===== config.mk =====
export PLATFORM = sky130hd
export DESIGN_NAME = shiftout_chain
export DESIGN_NICKNAME = d
export VERILOG_FILES = /design/src/rtl/shiftout_chain.sv
export SDC_FILE = /design/constraint.sdc
export NUM_CORES = 1
export LEC_CHECK = 0
export CORE_ASPECT_RATIO = 1.25
export CORE_UTILIZATION = 37
export CTS_BUF_LIST = sky130_fd_sc_hd__clkbuf_16
export DETAILED_ROUTE_END_ITERATION = 7
export HOLD_SLACK_MARGIN = 0.1
export PLACE_DENSITY = 0.68
export SLEW_MARGIN = 20
export SYNTH_ARGS = -nofsm -noshare
export SYNTH_HDL_FRONTEND = slang
export SYNTH_SLANG_ARGS = --single-unit
export TNS_END_PERCENT = 50

===== constraint.sdc =====
create_clock -name clk_25MHz -period 2.41 [get_ports clk_25MHz]
set_clock_uncertainty 0.15 [all_clocks]
set_input_delay 0.241 -clock clk_25MHz [delete_from_list [all_inputs] [get_ports clk_25MHz]]
set_output_delay 0.241 -clock clk_25MHz [all_outputs]
set_load 0.05 [all_outputs]

===== src/rtl/shiftout_chain.sv =====
// Serial driver for daisy-chained 74HC595-style shift registers: accepts a
// parallel word via valid/ready, shifts it out on a divided clock, then latches.
module shiftout_chain #(
    parameter int WIDTH        = 8,
    parameter int CHAIN        = 1,
    parameter int DIV          = 2,
    parameter int MSB_FIRST    = 1,
    parameter int LATCH_CYCLES = 2
) (
    input  logic                   clk_25MHz,
    input  logic                   reset,
    input  logic [WIDTH*CHAIN-1:0] data,
    input  logic                   valid,
    output logic                   ready,
    output logic                   shiftout_clock,
    output logic                   shiftout_data,
    output logic                   shiftout_latch,
    output logic                   busy,
    output logic                   done
);

    localparam int N  = WIDTH * CHAIN;
    localparam int DW = $clog2(DIV + 1);
    localparam int BW = $clog2(N + 1);
    localparam int LW = $clog2(LATCH_CYCLES + 1);

    localparam logic [DW-1:0] DIV_LOAD = DW'(DIV - 1);
    localparam logic [DW-1:0] DIV_ONE  = DW'(1);
    localparam logic [BW-1:0] BIT_LOAD = BW'(N);
    localparam logic [BW-1:0] BIT_ONE  = BW'(1);
    localparam logic [LW-1:0] LAT_LOAD = LW'(LATCH_CYCLES - 1);
    localparam logic [LW-1:0] LAT_ONE  = LW'(1);

    typedef enum logic [1:0] {
        IDLE  = 2'd0,
        SHIFT = 2'd1,
        LATCH = 2'd2
    } state_t;

    state_t         state, state_nxt;
    logic [N-1:0]   sreg, sreg_nxt, sreg_shifted;
    logic [DW-1:0]  div_cnt, div_nxt;
    logic [BW-1:0]  bit_cnt, bit_nxt;
    logic [LW-1:0]  lat_cnt, lat_nxt;
    logic           ready_nxt, sclk_nxt, sdat_nxt, latch_nxt, busy_nxt, done_nxt;

    function automatic logic head(input logic [N-1:0] v);
        return (MSB_FIRST != 0) ? v[N-1] : v[0];
    endfunction

    always_comb begin
        if (MSB_FIRST != 0) sreg_shifted = sreg << 1;
        else                sreg_shifted = sreg >> 1;
    end

    // Every output is computed one cycle ahead so the header pins come straight from flops.
    always_comb begin
        state_nxt = state;
        sreg_nxt  = sreg;
        div_nxt   = div_cnt;
        bit_nxt   = bit_cnt;
        lat_nxt   = lat_cnt;
        ready_nxt = ready;
        sclk_nxt  = shiftout_clock;
        sdat_nxt  = shiftout_data;
        latch_nxt = shiftout_latch;
        busy_nxt  = busy;
        done_nxt  = 1'b0;

        case (state)
            IDLE: begin
                if (valid && ready) begin
                    state_nxt = SHIFT;
                    sreg_nxt  = data;
                    bit_nxt   = BIT_LOAD;
                    div_nxt   = DIV_LOAD;
                    sclk_nxt  = 1'b0;
                    sdat_nxt  = head(data);
                    ready_nxt = 1'b0;
                    busy_nxt  = 1'b1;
                end
            end
            SHIFT: begin
                if (div_cnt != '0) begin
                    div_nxt = div_cnt - DIV_ONE;
                end else begin
                    div_nxt = DIV_LOAD;
                    if (!shiftout_clock) begin
                        sclk_nxt = 1'b1;
                    end else begin
                        sclk_nxt = 1'b0;
                        bit_nxt  = bit_cnt - BIT_ONE;
                        if (bit_cnt == BIT_ONE) begin
                            // Last bit stays on the data pin through the latch pulse.
                            state_nxt = LATCH;
                            latch_nxt = 1'b1;
                            lat_nxt   = LAT_LOAD;
                        end else begin
                            sreg_nxt = sreg_shifted;
                            sdat_nxt = head(sreg_shifted);
                        end
                    end
                end
            end
            LATCH: begin
                if (lat_cnt != '0) begin
                    lat_nxt = lat_cnt - LAT_ONE;
                end else begin
                    state_nxt = IDLE;
                    latch_nxt = 1'b0;
                    busy_nxt  = 1'b0;
                    ready_nxt = 1'b1;
                    done_nxt  = 1'b1;
                end
            end
            default: begin
                state_nxt = IDLE;
                latch_nxt = 1'b0;
                sclk_nxt  = 1'b0;
                busy_nxt  = 1'b0;
                ready_nxt = 1'b1;
            end
        endcase
    end

    always_ff @(posedge clk_25MHz or posedge reset) begin
        if (reset) begin
            state          <= IDLE;
            sreg           <= '0;
            div_cnt        <= '0;
            bit_cnt        <= '0;
            lat_cnt        <= '0;
            ready          <= 1'b1;
            shiftout_clock <= 1'b0;
            shiftout_data  <= 1'b0;
            shiftout_latch <= 1'b0;
            busy           <= 1'b0;
            done           <= 1'b0;
        end else begin
            state          <= state_nxt;
            sreg           <= sreg_nxt;
            div_cnt        <= div_nxt;
            bit_cnt        <= bit_nxt;
            lat_cnt        <= lat_nxt;
            ready          <= ready_nxt;
            shiftout_clock <= sclk_nxt;
            shiftout_data  <= sdat_nxt;
            shiftout_latch <= latch_nxt;
            busy           <= busy_nxt;
            done           <= done_nxt;
        end
    end

endmodule


==> Flow_metrics.wiki <==
{| class="wikitable"
! Metric !! Value
|-
| Result of the run || finished clean
|-
| Post-synthesis cell count || 116
|-
| Period utilisation layout || 91.7%
|-
| Detailed-router iteration count before antenna repair || 4
|-
| Library cell with the largest summed area after synthesis || sky130_fd_sc_hd__dfrtp_1
|-
| Share of total power in the clock network || 45.6%
|-
| Maximum achievable frequency || 452 MHz
|-
| Routed wire length per instance || 12.2 um
|-
| Core Footprint || 2760 um^2
|-
| Number of antenna repair diodes || 0
|-
| Reported leakage power || 0.712 nW
|-
| Post-synthesis cell area || 1110 um^2
|-
| Number of antenna violations at the first check in global routing || 0
|-
| Antenna-violating nets left || 0
|-
| HPWL after detailed placement || 1510 um
|-
| Detailed Route WL || 2070 um
|-
| Fraction of layout cells with a size suffix above 1 || 12.6%
|-
| R2r worst-path depth || 4
|-
| Clock-pin transition on the worst setup and hold timing paths || 0.06 ns
|-
| Drt via density || 5.02
|-
| Top-Level Pins || 17
|-
| Top-area cell type share of the netlist area || 49.4%
|-
| Layout overhead on the synthesized area || 25.4%
|-
| I/O Buffers || 16
|-
| Reg-to-Reg Start || state[0]$_DFFE_PP0P_
|-
| Starting density of the core || 40.4%
|-
| Insertion delay to the later sink of the worst-skew pair || 0.26 ns
|-
| Setup slack on the worst flop-to-flop path || 0.20 ns
|-
| Critical path, cell by cell || or3b_1, a221o_2, o21ai_4, mux2_2
|-
| Number of DRC markers in iteration 0 || 15
|-
| Number of buffers inserted for hold repair after clock tree synthesis || 0
|-
| Critical path's largest stage delay || 0.47 ns
|-
| Total routing usage reported by global routing || 15.0%
|-
| Number of endpoints failing setup at the final stage || 0
|-
| Post-route DRC || 0
|-
| TritonCTS clock tree || built
|-
| Critical path peak fanout || 10
|-
| Count of max-cap constraint violations || 0
|-
| Fraction of the core area covered by cells at the end of the flow || 50.7%
|-
| Y dimension of the die || 63.4 um
|-
| Total negative slack || 0 ns
|-
| Power, Total || 0.773 mW
|-
| Buffers plus inverters on the worst setup path || 0
|-
| H-tree depth || 1
|-
| Worst-case clock buffer depth || 2
|-
| Max transition margin || 59.9%
|-
| Total number of clock tree sinks || 23
|-
| Pins Over Slew Limit || 0
|-
| Total number of vias || 848
|-
| Cell types with the largest area share after synthesis || sky130_fd_sc_hd__dfrtp_1 (49%), sky130_fd_sc_hd__nand2_1 (10%), sky130_fd_sc_hd__mux2_2 (8.1%)
|-
| Global placement routability congestion || 0.732
|-
| Number of nets at the end of the flow || 150
|-
| Floorplan die width || 51.1 um
|-
| Distinct cells, synth || 26
|-
| Cell type of the slowest stage on the worst timing path || sky130_fd_sc_hd__dfrtp_1
|-
| Logic gate share of total power || 4.1%
|-
| Final critical delay including setup and external delays || 2.21 ns
|-
| Seq pwr share || 50.3%
|-
| Clock root cell || sky130_fd_sc_hd__clkbuf_16
|-
| CTS buffer count || 3
|-
| Number of endpoints with negative hold slack in the final report || 0
|-
| Synthesis Warnings || 0
|-
| RSZ-0062 raised after global routing || no
|-
| Synthesized netlist net count || 130
|-
| Total power per unit cell area || 553 nW/um^2
|-
| Filler cell count || 267
|-
| Worst-margin pin slew || 0.599 ns
|-
| Commonest non-fill, non-tap cell in the layout || sky130_fd_sc_hd__nand2_1
|-
| Endpoint required time on the critical path || 2.40 ns
|-
| Largest net degree at the start of global routing || 24
|-
| Switching power share of the total || 18.7%
|-
| Launching element type of the critical path || flip-flop
|-
| Die Footprint || 3240 um^2
|-
| Post-CTS setup-driven buffer insertion count || 0
|-
| Vias in the first global route || 862
|-
| Post-synthesis register bit count || 23
|-
| Commonest cells after routing, fill and taps aside || sky130_fd_sc_hd__nand2_1 (31), sky130_fd_sc_hd__dfrtp_1 (22), sky130_fd_sc_hd__clkdlybuf4s50_1 (16)
|-
| Grt ovf || 0
|-
| Crit-path leading delay family || compound AO/OA/AOI/OAI gates
|-
| Endpoint of the worst register-to-register path || sreg[3]$_DFFE_PP0P_
|-
| Psw || 0.144 mW
|-
| Post-Syn Area per Cell || 9.61 um^2
|-
| Int Pwr || 0.629 mW
|-
| Worst vdd ir || 0.318 mV
|-
| Resized cells post-CTS || 0
|-
| Number of cell rows || 21
|-
| Worst min-delay path category || in -> async
|-
| Global-route wire length before repair || 3590 um
|-
| Proportion of synthesized chip area in sequential cells || 51.7%
|-
| Capturing element type of the critical path || flip-flop
|-
| Critical path start-end classification || reg -> reg
|-
| Data arrival, critical path || 2.20 ns
|}
## synthesized netlist by cell type
library cell,number
sky130_fd_sc_hd__a21oi_1,4
sky130_fd_sc_hd__o21ai_4,1
sky130_fd_sc_hd__nor2_1,3
sky130_fd_sc_hd__a221o_2,1
sky130_fd_sc_hd__buf_4,1
sky130_fd_sc_hd__mux2_2,8
sky130_fd_sc_hd__and2_1,1
sky130_fd_sc_hd__or3_1,3
sky130_fd_sc_hd__and3b_1,1
sky130_fd_sc_hd__and3_1,1
sky130_fd_sc_hd__nor2b_1,1
sky130_fd_sc_hd__clkbuf_1,2
sky130_fd_sc_hd__dfstp_2,1
sky130_fd_sc_hd__or3b_1,1
sky130_fd_sc_hd__nor3b_1,2
sky130_fd_sc_hd__nand2_1,31
sky130_fd_sc_hd__inv_1,10
sky130_fd_sc_hd__nand3b_1,1
sky130_fd_sc_hd__dfrtp_1,22
sky130_fd_sc_hd__o21ai_0,10
sky130_fd_sc_hd__or2b_1,1
sky130_fd_sc_hd__ha_1,3
sky130_fd_sc_hd__xnor2_1,2
sky130_fd_sc_hd__nand3_1,3
sky130_fd_sc_hd__o22ai_1,1
sky130_fd_sc_hd__o32ai_1,1
## how the worst max path moves through the flow
stage / slack, ns / to / from / depth (start not counted)
2_1_floorplan: 0.33 / shiftout_data$_DFFE_PP0P_ / ready$_DFFE_PP1P_ / 4
3_3_place_gp: 0.24 / shiftout_data$_DFFE_PP0P_ / valid / 5
3_5_place_dp: 0.20 / shiftout_data$_DFFE_PP0P_ / valid / 5
4_1_cts: 0.18 / sreg[3]$_DFFE_PP0P_ / state[0]$_DFFE_PP0P_ / 4
5_1_grt: 0.09 / sreg[5]$_DFFE_PP0P_ / state[0]$_DFFE_PP0P_ / 4
6_report: 0.20 / sreg[3]$_DFFE_PP0P_ / state[0]$_DFFE_PP0P_ / 4
## power groups by stage
stage / logic (mW) / clock network (mW) / registers (mW)
2_1_floorplan: 0.00770 / 0 / 0.399
3_3_place_gp: 0.0322 / 0 / 0.395
3_5_place_dp: 0.0326 / 0 / 0.396
4_1_cts: 0.0327 / 0.367 / 0.388
5_1_grt: 0.0354 / 0.379 / 0.389
6_report: 0.0320 / 0.352 / 0.389
## cell type report
| class | instances | area [um^2] | share of cell area, % |
|---|---|---|---|
| Tap cell | 34 | 42.5 | 3.04 |
| Clock buffer | 3 | 75.1 | 5.37 |
| Timing Repair Buffer | 18 | 175 | 12.5 |
| Sequential cell | 23 | 577 | 41.3 |
| Inverter | 10 | 37.5 | 2.69 |
| Clock inverter | 1 | 5.00 | 0.358 |
| Multi-Input combinational cell | 80 | 485 | 34.7 |
## kinds of logic after synthesis
| kind of cell | count (synthesis) | share of synthesized area, % |
|---|---|---|
| adder cells (fa/ha/maj) | 3 | 3.37 |
| XOR/XNOR | 2 | 1.57 |
| multiplexers | 8 | 8.08 |
| flip-flops | 23 | 51.7 |
| buffers and inverters | 13 | 4.71 |
| AO/OA/AOI/OAI | 18 | 10.1 |
| AND/OR/NAND/NOR | 49 | 20.4 |
## layer usage
layer | vias to the layer above | track usage (%) | share of wire (%)
met3 | 5 | 2.17 | 1.9
met1 | 411 | 17.8 | 43
met4 | 0 | 10.4 | 2.8
met5 | - | 0 | 0
li1 | 423 | - | -
met2 | 9 | 24.3 | 52
## per-stage QoR
step           instance area, um^2  worst slack, ns  std cells  hold WS [ns]
3_5_place_dp                  1320            0.197        165         0.327
4_1_cts                       1400            0.181        169         0.175
2_1_floorplan                 1110            0.331        116        0.0922
3_3_place_gp                  1320            0.235        165         0.313
6_report                      1400            0.200        169         0.169
5_1_grt                       1400           0.0900        169         0.204
## flip-flops by register name, summed over array words and instances, names as in the netlist
| name | count |
|---|---|
| sreg | 7 |
| bit_cnt | 4 |
| div_cnt | 2 |
| lat_cnt | 2 |
| state | 2 |
| busy | 1 |
| done | 1 |
| ready | 1 |
| shiftout_clock | 1 |
| shiftout_data | 1 |
| shiftout_latch | 1 |
## tightest hold or removal path: cells and delay by family
family   cells  cell delay (ns)
buf+inv      3             0.72
Note: power is estimated with default switching activity, not from simulation.
